--- config.mk ---
export PLATFORM = sky130hd
export DESIGN_NAME = hazard_ctrl_flat
export DESIGN_NICKNAME = d
export VERILOG_FILES = /design/src/rtl/riscv_pkg.sv /design/src/rtl/hazard_ctrl_if.sv /design/src/rtl/fwd_sel_gen.sv /design/src/rtl/hazard_ctrl.sv /design/src/flat_wrapper.sv
export SDC_FILE = /design/constraint.sdc
export NUM_CORES = 1
export LEC_CHECK = 0
export ABC_AREA = 1
export CAP_MARGIN = 5
export CORE_ASPECT_RATIO = 0.6
export CORE_UTILIZATION = 49
export DETAILED_ROUTE_END_ITERATION = 10
export PLACE_DENSITY = 0.87
export SYNTH_ARGS = -nofsm -noshare
export SYNTH_HDL_FRONTEND = slang
export SYNTH_HIERARCHICAL = 1
export SYNTH_SLANG_ARGS = --single-unit
--- constraint.sdc ---
create_clock -name clk -period 1.8 [get_ports clk]
set_input_delay 0.54 -clock clk [delete_from_list [all_inputs] [get_ports clk]]
set_output_delay 0.54 -clock clk [all_outputs]
set_load 0.1 [all_outputs]
--- src/rtl/riscv_pkg.sv ---
// Shared RV32I pipeline types: forwarding-mux select encoding and stage records.
// Latency: n/a (types and constants only).
// Backpressure: n/a.
package riscv_pkg;

   localparam int RF_ADDR_W = 5;

   // Encoding follows the mux3 input order: register file, WB result, MEM result.
   typedef enum logic [1:0] {
      FWD_RF  = 2'b00,
      FWD_WB  = 2'b01,
      FWD_MEM = 2'b10
   } fwd_sel_t;

   // Destination-side shadow of one in-flight instruction.
   typedef struct packed {
      logic                 valid;
      logic [RF_ADDR_W-1:0] rd;
      logic                 reg_write;
      logic                 is_load;
   } stage_rec_t;

endpackage

--- src/rtl/hazard_ctrl_if.sv ---
// Bundle between the decode/EX datapath and the hazard controller.
// Latency: n/a (wires only).
// Backpressure: mem_stall in, stall_*/flush_* out; no valid/ready pairs.
// master: datapath side (drives decode fields, branch, mem_stall).
// slave : hazard_ctrl (drives forward selects, stalls, flushes, bubble count).
interface hazard_ctrl_if #(
   parameter int REG_ADDR_W = 5,
   parameter int CNT_W      = 16
);
   logic                  id_valid;
   logic [REG_ADDR_W-1:0] id_rs1;
   logic [REG_ADDR_W-1:0] id_rs2;
   logic                  id_use_rs1;
   logic                  id_use_rs2;
   logic [REG_ADDR_W-1:0] id_rd;
   logic                  id_reg_write;
   logic                  id_is_load;
   logic                  ex_branch_taken;
   logic                  mem_stall;
   logic [1:0]            fwd_a_sel;
   logic [1:0]            fwd_b_sel;
   logic                  stall_f;
   logic                  stall_d;
   logic                  flush_d;
   logic                  flush_e;
   logic [CNT_W-1:0]      bubble_cnt;

   modport master (
      output id_valid, id_rs1, id_rs2, id_use_rs1, id_use_rs2, id_rd,
             id_reg_write, id_is_load, ex_branch_taken, mem_stall,
      input  fwd_a_sel, fwd_b_sel, stall_f, stall_d, flush_d, flush_e, bubble_cnt
   );

   modport slave (
      input  id_valid, id_rs1, id_rs2, id_use_rs1, id_use_rs2, id_rd,
             id_reg_write, id_is_load, ex_branch_taken, mem_stall,
      output fwd_a_sel, fwd_b_sel, stall_f, stall_d, flush_d, flush_e, bubble_cnt
   );

endinterface

--- src/rtl/fwd_sel_gen.sv ---
// Forward-select generator for one EX operand from the MEM/WB records.
// Latency: combinational, zero cycles.
// Backpressure: none; pure function of its inputs.
// Ports: src/use_src = EX source register and read flag; mem_rec/wb_rec =
// downstream records; sel = mux3 select (MEM beats WB, x0 never forwarded).
module fwd_sel_gen
   import riscv_pkg::*;
#(
   parameter int REG_ADDR_W = 5
) (
   input  logic [REG_ADDR_W-1:0] src,
   input  logic                  use_src,
   input  stage_rec_t            mem_rec,
   input  stage_rec_t            wb_rec,
   output fwd_sel_t              sel
);

   // Load flags ride along in the records but do not affect forwarding.
   logic unused_ok;
   assign unused_ok = mem_rec.is_load ^ wb_rec.is_load;

   always_comb begin
      sel = FWD_RF;
      if (use_src && (src != '0)) begin
         if (mem_rec.valid && mem_rec.reg_write && (mem_rec.rd == src)) begin
            sel = FWD_MEM;
         end else if (wb_rec.valid && wb_rec.reg_write && (wb_rec.rd == src)) begin
            sel = FWD_WB;
         end
      end
   end

endmodule

--- src/rtl/hazard_ctrl.sv ---
// Hazard controller: EX operand forwarding, load-use bubbles, branch flush, memory freeze.
// Latency: outputs combinational (zero cycles); shadow records update on the next clk edge.
// Backpressure: mem_stall freezes all records and holds PC/IF-ID; flushes suppressed meanwhile.
// Ports: clk, rst_n (async active-low); hif (slave) carries decode fields,
// branch/stall inputs and the fwd/stall/flush/bubble_cnt outputs.
module hazard_ctrl
   import riscv_pkg::*;
#(
   parameter int REG_ADDR_W = 5,
   parameter int CNT_W      = 16
) (
   input  logic          clk,
   input  logic          rst_n,
   hazard_ctrl_if.slave  hif
);

   stage_rec_t            ex_rec;
   stage_rec_t            mem_rec;
   stage_rec_t            wb_rec;
   logic [REG_ADDR_W-1:0] ex_rs1;
   logic [REG_ADDR_W-1:0] ex_rs2;
   logic                  ex_use_rs1;
   logic                  ex_use_rs2;
   logic [CNT_W-1:0]      bubble_q;

   logic                  load_use;
   logic                  kill_id;
   logic                  count_bubble;
   fwd_sel_t              fwd_a;
   fwd_sel_t              fwd_b;

   assign load_use = ex_rec.valid && ex_rec.is_load && (ex_rec.rd != '0) && hif.id_valid &&
                     ((hif.id_use_rs1 && (hif.id_rs1 == ex_rec.rd)) ||
                      (hif.id_use_rs2 && (hif.id_rs2 == ex_rec.rd)));

   // A branch squashes the ID instruction anyway, so it pre-empts the bubble.
   assign kill_id      = hif.ex_branch_taken || load_use;
   assign count_bubble = !hif.mem_stall && !hif.ex_branch_taken && load_use;

   // Outputs are forced low while reset is asserted, independent of the inputs.
   assign hif.stall_f    = rst_n && (hif.mem_stall || count_bubble);
   assign hif.stall_d    = rst_n && (hif.mem_stall || count_bubble);
   assign hif.flush_d    = rst_n && !hif.mem_stall && hif.ex_branch_taken;
   assign hif.flush_e    = rst_n && !hif.mem_stall && kill_id;
   assign hif.bubble_cnt = bubble_q;
   assign hif.fwd_a_sel  = fwd_a;
   assign hif.fwd_b_sel  = fwd_b;

   // Use bits are cleared for bubbles and invalid slots, so those never forward.
   fwd_sel_gen #(.REG_ADDR_W(REG_ADDR_W)) u_fwd_a (
      .src     (ex_rs1),
      .use_src (ex_use_rs1),
      .mem_rec (mem_rec),
      .wb_rec  (wb_rec),
      .sel     (fwd_a)
   );

   fwd_sel_gen #(.REG_ADDR_W(REG_ADDR_W)) u_fwd_b (
      .src     (ex_rs2),
      .use_src (ex_use_rs2),
      .mem_rec (mem_rec),
      .wb_rec  (wb_rec),
      .sel     (fwd_b)
   );

   always_ff @(posedge clk or negedge rst_n) begin
      if (!rst_n) begin
         ex_rec     <= '0;
         mem_rec    <= '0;
         wb_rec     <= '0;
         ex_rs1     <= '0;
         ex_rs2     <= '0;
         ex_use_rs1 <= 1'b0;
         ex_use_rs2 <= 1'b0;
      end else if (!hif.mem_stall) begin
         wb_rec  <= mem_rec;
         mem_rec <= ex_rec;
         if (kill_id) begin
            ex_rec     <= '0;
            ex_rs1     <= '0;
            ex_rs2     <= '0;
            ex_use_rs1 <= 1'b0;
            ex_use_rs2 <= 1'b0;
         end else begin
            ex_rec     <= '{valid:     hif.id_valid,
                            rd:        hif.id_rd,
                            reg_write: hif.id_reg_write,
                            is_load:   hif.id_is_load};
            ex_rs1     <= hif.id_rs1;
            ex_rs2     <= hif.id_rs2;
            ex_use_rs1 <= hif.id_valid && hif.id_use_rs1;
            ex_use_rs2 <= hif.id_valid && hif.id_use_rs2;
         end
      end
   end

   always_ff @(posedge clk or negedge rst_n) begin
      if (!rst_n) begin
         bubble_q <= '0;
      end else if (count_bubble && (bubble_q != '1)) begin
         bubble_q <= bubble_q + CNT_W'(1);
      end
   end

endmodule

--- src/flat_wrapper.sv ---
// flat-port wrapper written by rule: the top's interface ports become plain ports
module hazard_ctrl_flat import riscv_pkg::*;
#(
   parameter int REG_ADDR_W = 5,
   parameter int CNT_W      = 16
)
  (clk, rst_n, hif_id_valid, hif_id_rs1, hif_id_rs2, hif_id_use_rs1, hif_id_use_rs2, hif_id_rd, hif_id_reg_write, hif_id_is_load, hif_ex_branch_taken, hif_mem_stall, hif_fwd_a_sel, hif_fwd_b_sel, hif_stall_f, hif_stall_d, hif_flush_d, hif_flush_e, hif_bubble_cnt);
  hazard_ctrl_if #(.REG_ADDR_W(REG_ADDR_W), .CNT_W(CNT_W)) hif_i ();
  input  logic clk;
  input  logic rst_n;
  input wire logic [$bits(hif_i.id_valid)-1:0] hif_id_valid;
  input wire logic [$bits(hif_i.id_rs1)-1:0] hif_id_rs1;
  input wire logic [$bits(hif_i.id_rs2)-1:0] hif_id_rs2;
  input wire logic [$bits(hif_i.id_use_rs1)-1:0] hif_id_use_rs1;
  input wire logic [$bits(hif_i.id_use_rs2)-1:0] hif_id_use_rs2;
  input wire logic [$bits(hif_i.id_rd)-1:0] hif_id_rd;
  input wire logic [$bits(hif_i.id_reg_write)-1:0] hif_id_reg_write;
  input wire logic [$bits(hif_i.id_is_load)-1:0] hif_id_is_load;
  input wire logic [$bits(hif_i.ex_branch_taken)-1:0] hif_ex_branch_taken;
  input wire logic [$bits(hif_i.mem_stall)-1:0] hif_mem_stall;
  output wire logic [$bits(hif_i.fwd_a_sel)-1:0] hif_fwd_a_sel;
  output wire logic [$bits(hif_i.fwd_b_sel)-1:0] hif_fwd_b_sel;
  output wire logic [$bits(hif_i.stall_f)-1:0] hif_stall_f;
  output wire logic [$bits(hif_i.stall_d)-1:0] hif_stall_d;
  output wire logic [$bits(hif_i.flush_d)-1:0] hif_flush_d;
  output wire logic [$bits(hif_i.flush_e)-1:0] hif_flush_e;
  output wire logic [$bits(hif_i.bubble_cnt)-1:0] hif_bubble_cnt;
  assign hif_i.id_valid = hif_id_valid;
  assign hif_i.id_rs1 = hif_id_rs1;
  assign hif_i.id_rs2 = hif_id_rs2;
  assign hif_i.id_use_rs1 = hif_id_use_rs1;
  assign hif_i.id_use_rs2 = hif_id_use_rs2;
  assign hif_i.id_rd = hif_id_rd;
  assign hif_i.id_reg_write = hif_id_reg_write;
  assign hif_i.id_is_load = hif_id_is_load;
  assign hif_i.ex_branch_taken = hif_ex_branch_taken;
  assign hif_i.mem_stall = hif_mem_stall;
  assign hif_fwd_a_sel = hif_i.fwd_a_sel;
  assign hif_fwd_b_sel = hif_i.fwd_b_sel;
  assign hif_stall_f = hif_i.stall_f;
  assign hif_stall_d = hif_i.stall_d;
  assign hif_flush_d = hif_i.flush_d;
  assign hif_flush_e = hif_i.flush_e;
  assign hif_bubble_cnt = hif_i.bubble_cnt;
  hazard_ctrl #(.REG_ADDR_W(REG_ADDR_W), .CNT_W(CNT_W)) u_core (.clk(clk), .rst_n(rst_n), .hif(hif_i));
endmodule
==> results.md <==
Clock network:
- The root buffer cell chosen for the clock tree is clkbuf_8.
- Clock latency on the worst-skew pair, taken at its later pin, is between 300 and 400 ps.
- The buffer depth of the longest clock path is 2.
- Clock-pin slew was measured on the worst setup and hold paths at 100 ps.
- TritonCTS created 5 clock buffers.
- The hold buffer count at CTS is 0.
- In this run the number of H-tree levels came out at 2.
- The tree built by TritonCTS fans out to 50 sinks.
- The CTS tree is yes.

Cells and area:
- The number of antenna diodes in the final layout is 0.
- The number of fill cells is 357.
- With fillers left out, the area of the finished cells amounts to between 0.004 and 0.005 mm^2.
- The sequential cells in the finished layout cover a total of 0.001286 mm^2.
- In the final design database the tool counted approximately 560 nets.
- The share of post-route cells with drive strength above 1 is 37.66%.
- The multi-input combinational cell area is 0.001644 mm^2.
- The area added between synthesis and finish is 52.20%.

Synth:
- The synthesized netlist net count is 459.
- A synthesized cell averages approximately 7 um^2.
- The mapped netlist covers 0.002984 mm^2.
- During synthesis, Yosys emitted a total of 6 warnings.
- The cell count after synthesis came out at 434.

STA:
- The relative max-transition margin is 57.24%.
- Hold timing on the final database bottoms out at a slack of 409.9 ps.
- The final count of pins violating max slew is 0.
- The final period utilization is 130.2%.
- The timing-limited maximum frequency is 426.6 MHz.
- The final total negative setup slack is -3634 ps.
- The number of hold violations in the final report is 0.
- Counting I/O delays and the setup requirement, the final critical path takes 2344 ps.
- Setup repair after global routing could not meet its margin everywhere.
- The number of setup violations in the final report is 23.
- In the post-route analysis, the smallest setup slack over all paths is -543.9 ps.
- Across the routed clock network, the largest skew measured is 13.37 ps.
- The worst-margin pin slew is around 640 ps.

Setup path:
- The peak fanout along the critical path is 3.
- The largest individual stage delay along the critical path comes from the cell dlygate4sd2_1.
- In this run the worst setup path begins at hif_id_rs1[0].
- Walking the worst path, the cells encountered are dlygate4sd2_1 > nand2_1 > nand2_1 > nor2_1 > nand3_1 > nand2_4 > nand3_4 > a21boi_4 > buf_12.
- The reg-to-reg endpoint is u_core/hif.bubble_cnt[1].
- Data on the critical path is required at its endpoint by 1260 ps.
- The critical path is of the in2out type.
- STA puts the critical path data arrival time at 1800 ps.
- The worst reg-to-reg setup slack is -60 ps.
- The longest individual stage delay on the worst path is approximately 270 ps.
- The cell repeated most along the worst path is nand2_1.
- Counting cells, the worst reg-to-reg path comes to 14.
- The worst path buffer plus inverter count is 2.
- Among cell families on the critical path, the largest total delay comes from simple AND/OR/NAND/NOR gates.
- The startpoint of the lowest-slack register-to-register path is u_core/ex_rec[4].
- The worst setup path is launched from an input pin.
- The endpoint type of the worst setup path is an output port.

Power and ir drop:
- IR analysis of the VDD net gives a maximum drop of 0.3662 mV.
- The total leakage power is roughly 2.2 nW.
- The power density relative to cell area is 582.5 mW/mm^2.

Place:
- The area after detailed placement is 0.004213 mm^2.
- The estimated wirelength of the detail-placed design is 6612 um.
- The worst setup slack before clock tree synthesis is -862.0 ps.
- Routability-driven placement finished with a final weighted congestion of 0.9185.
- The count of input and output buffers is 47.

Global route:
- The first global-routing pass estimated ~16000 um of wire.
- Global routing used 45.97% of the available met1 tracks.
- The number of antenna violations at the first check in global routing came to 0.
- Entering global routing, the biggest net connects 51 pins.
- After global routing, the most crowded layer is met2.
- The total congestion overflow is 0.
- For this run, global-route usage on met2 was measured as approximately 51%.
- The met3 demand-to-capacity share in global routing is 5.928%.
- The number of global-route vias before repair is 3206.
- Global routing used 32.92% of the available tracks across all layers.

Routing:
- The final routed wire length divided by cell count is 16.05 um.
- The post-route antenna net violation count is 0.
- The final layout contains routed wiring with a total length of 9933 um.
- The count of vias placed by the detailed router is 3388.
- The number of DRC markers after the initial detailed-route iteration is 348.
- In the routed layout, each cell is associated on average with a via count of 5.473.
- The residual DRC count is 0.
- The total iterations of the first detailed-routing run is 5.

Die:
- 48 I/O pins were placed.
- The initial cell density of the core is 52.10%.
- The die area is 0.006416 mm^2.
- The die is approximately 62 um tall.
- The total area inside the core boundary comes to around 0.0057 mm^2.
- The number of rows in the core area is 21.
- From left edge to right edge, the die measures between 100 and 150 um.

Outcome:
- The checks that failed: negative setup slack.
- The flow ran to the end, but the final reports show violations.

Worst hold path:
- The path class of the tightest hold or removal check is in2async.

Run:
- The tool flagged a number of max-cap violations equal to 0.
==> cell type report <==
class	instances	area share, %
Sequential cell	50	28.32
Inverter	51	4.821
Tap cell	80	2.204
Multi-Input combinational cell	322	36.20
Clock buffer	5	1.515
Timing Repair Buffer	108	26.31
Clock inverter	3	0.6336
==> power breakdown <==
group / switching [mW] / leakage [nW] / total [mW] / internal (mW)
sequential: 0.0925 / 0.630 / 1.29 / 1.19
clock: 0.432 / 0.0506 / 0.724 / 0.292
combinational: 0.361 / 1.52 / 0.634 / 0.273
==> placed cells by master, fill, tap and decap left out, types with 4 or more instances in the layout <==
master	instances
nand2_1	157
clkdlybuf4s15_2	4
nand2_2	25
clkbuf_8	5
nand3_1	16
nor2_4	6
nor2_2	5
nor2_1	40
o21ai_2	4
o21ai_0	8
clkdlybuf4s50_1	7
inv_2	18
buf_12	27
dfrtp_2	22
o21ai_1	19
xor2_1	7
dfrtp_1	26
dlygate4sd2_1	6
inv_1	26
buf_4	55
xnor2_1	5
nand4_1	10
==> per-stage QoR <==
| step | total power, mW | cells | utilization, % |
|---|---|---|---|
| 3_5_place_dp | 1.833 | 587 | 73.55 |
| 6_report | 2.645 | 619 | 79.29 |
| 5_1_grt | 2.766 | 619 | 79.29 |
| 2_1_floorplan | 1.583 | 434 | - |
| 3_3_place_gp | 1.809 | 587 | 73.55 |
| 4_1_cts | 2.591 | 612 | 77.89 |
==> registers in the layout, indices dropped and copies added, names as in the netlist <==
name and count:
u_core/ex_rec 8, u_core/hif.bubble_cnt 16, u_core/mem_rec 7, u_core/ex_rs1 5
u_core/ex_use_rs1 1, u_core/ex_rs2 5, u_core/ex_use_rs2 1, u_core/wb_rec 7
==> per-layer routing <==
metal  part of all wire, %  wire, um  vias to the layer above
met2                    47      4686                      199
met4                   2.3       232                        0
met3                   9.2       915                       24
met1                    41      4099                     1617
met5                     0         0                        -
li1                      -         -                     1548
==> how the worst max path moves through the flow <==
stage / endpoint / slack [ps] / depth (start not counted)
detailed placement: hif_stall_f / -860 / 10
global placement: hif_stall_d / -840 / 10
global route: hif_stall_f / -600 / 9
finish: hif_stall_f / -540 / 9
floorplan: hif_stall_f / -670 / 9
CTS: hif_stall_f / -480 / 9
==> repair_timing <==
item | in CTS | in global routing
endpoints found under the hold margin | 0 | 0
pin swaps | 20 | 23
setup buffers | 19 | 12
setup endpoints to repair | 43 | 35
resized for setup | 46 | 27
Power figures use the tool's default switching activity.
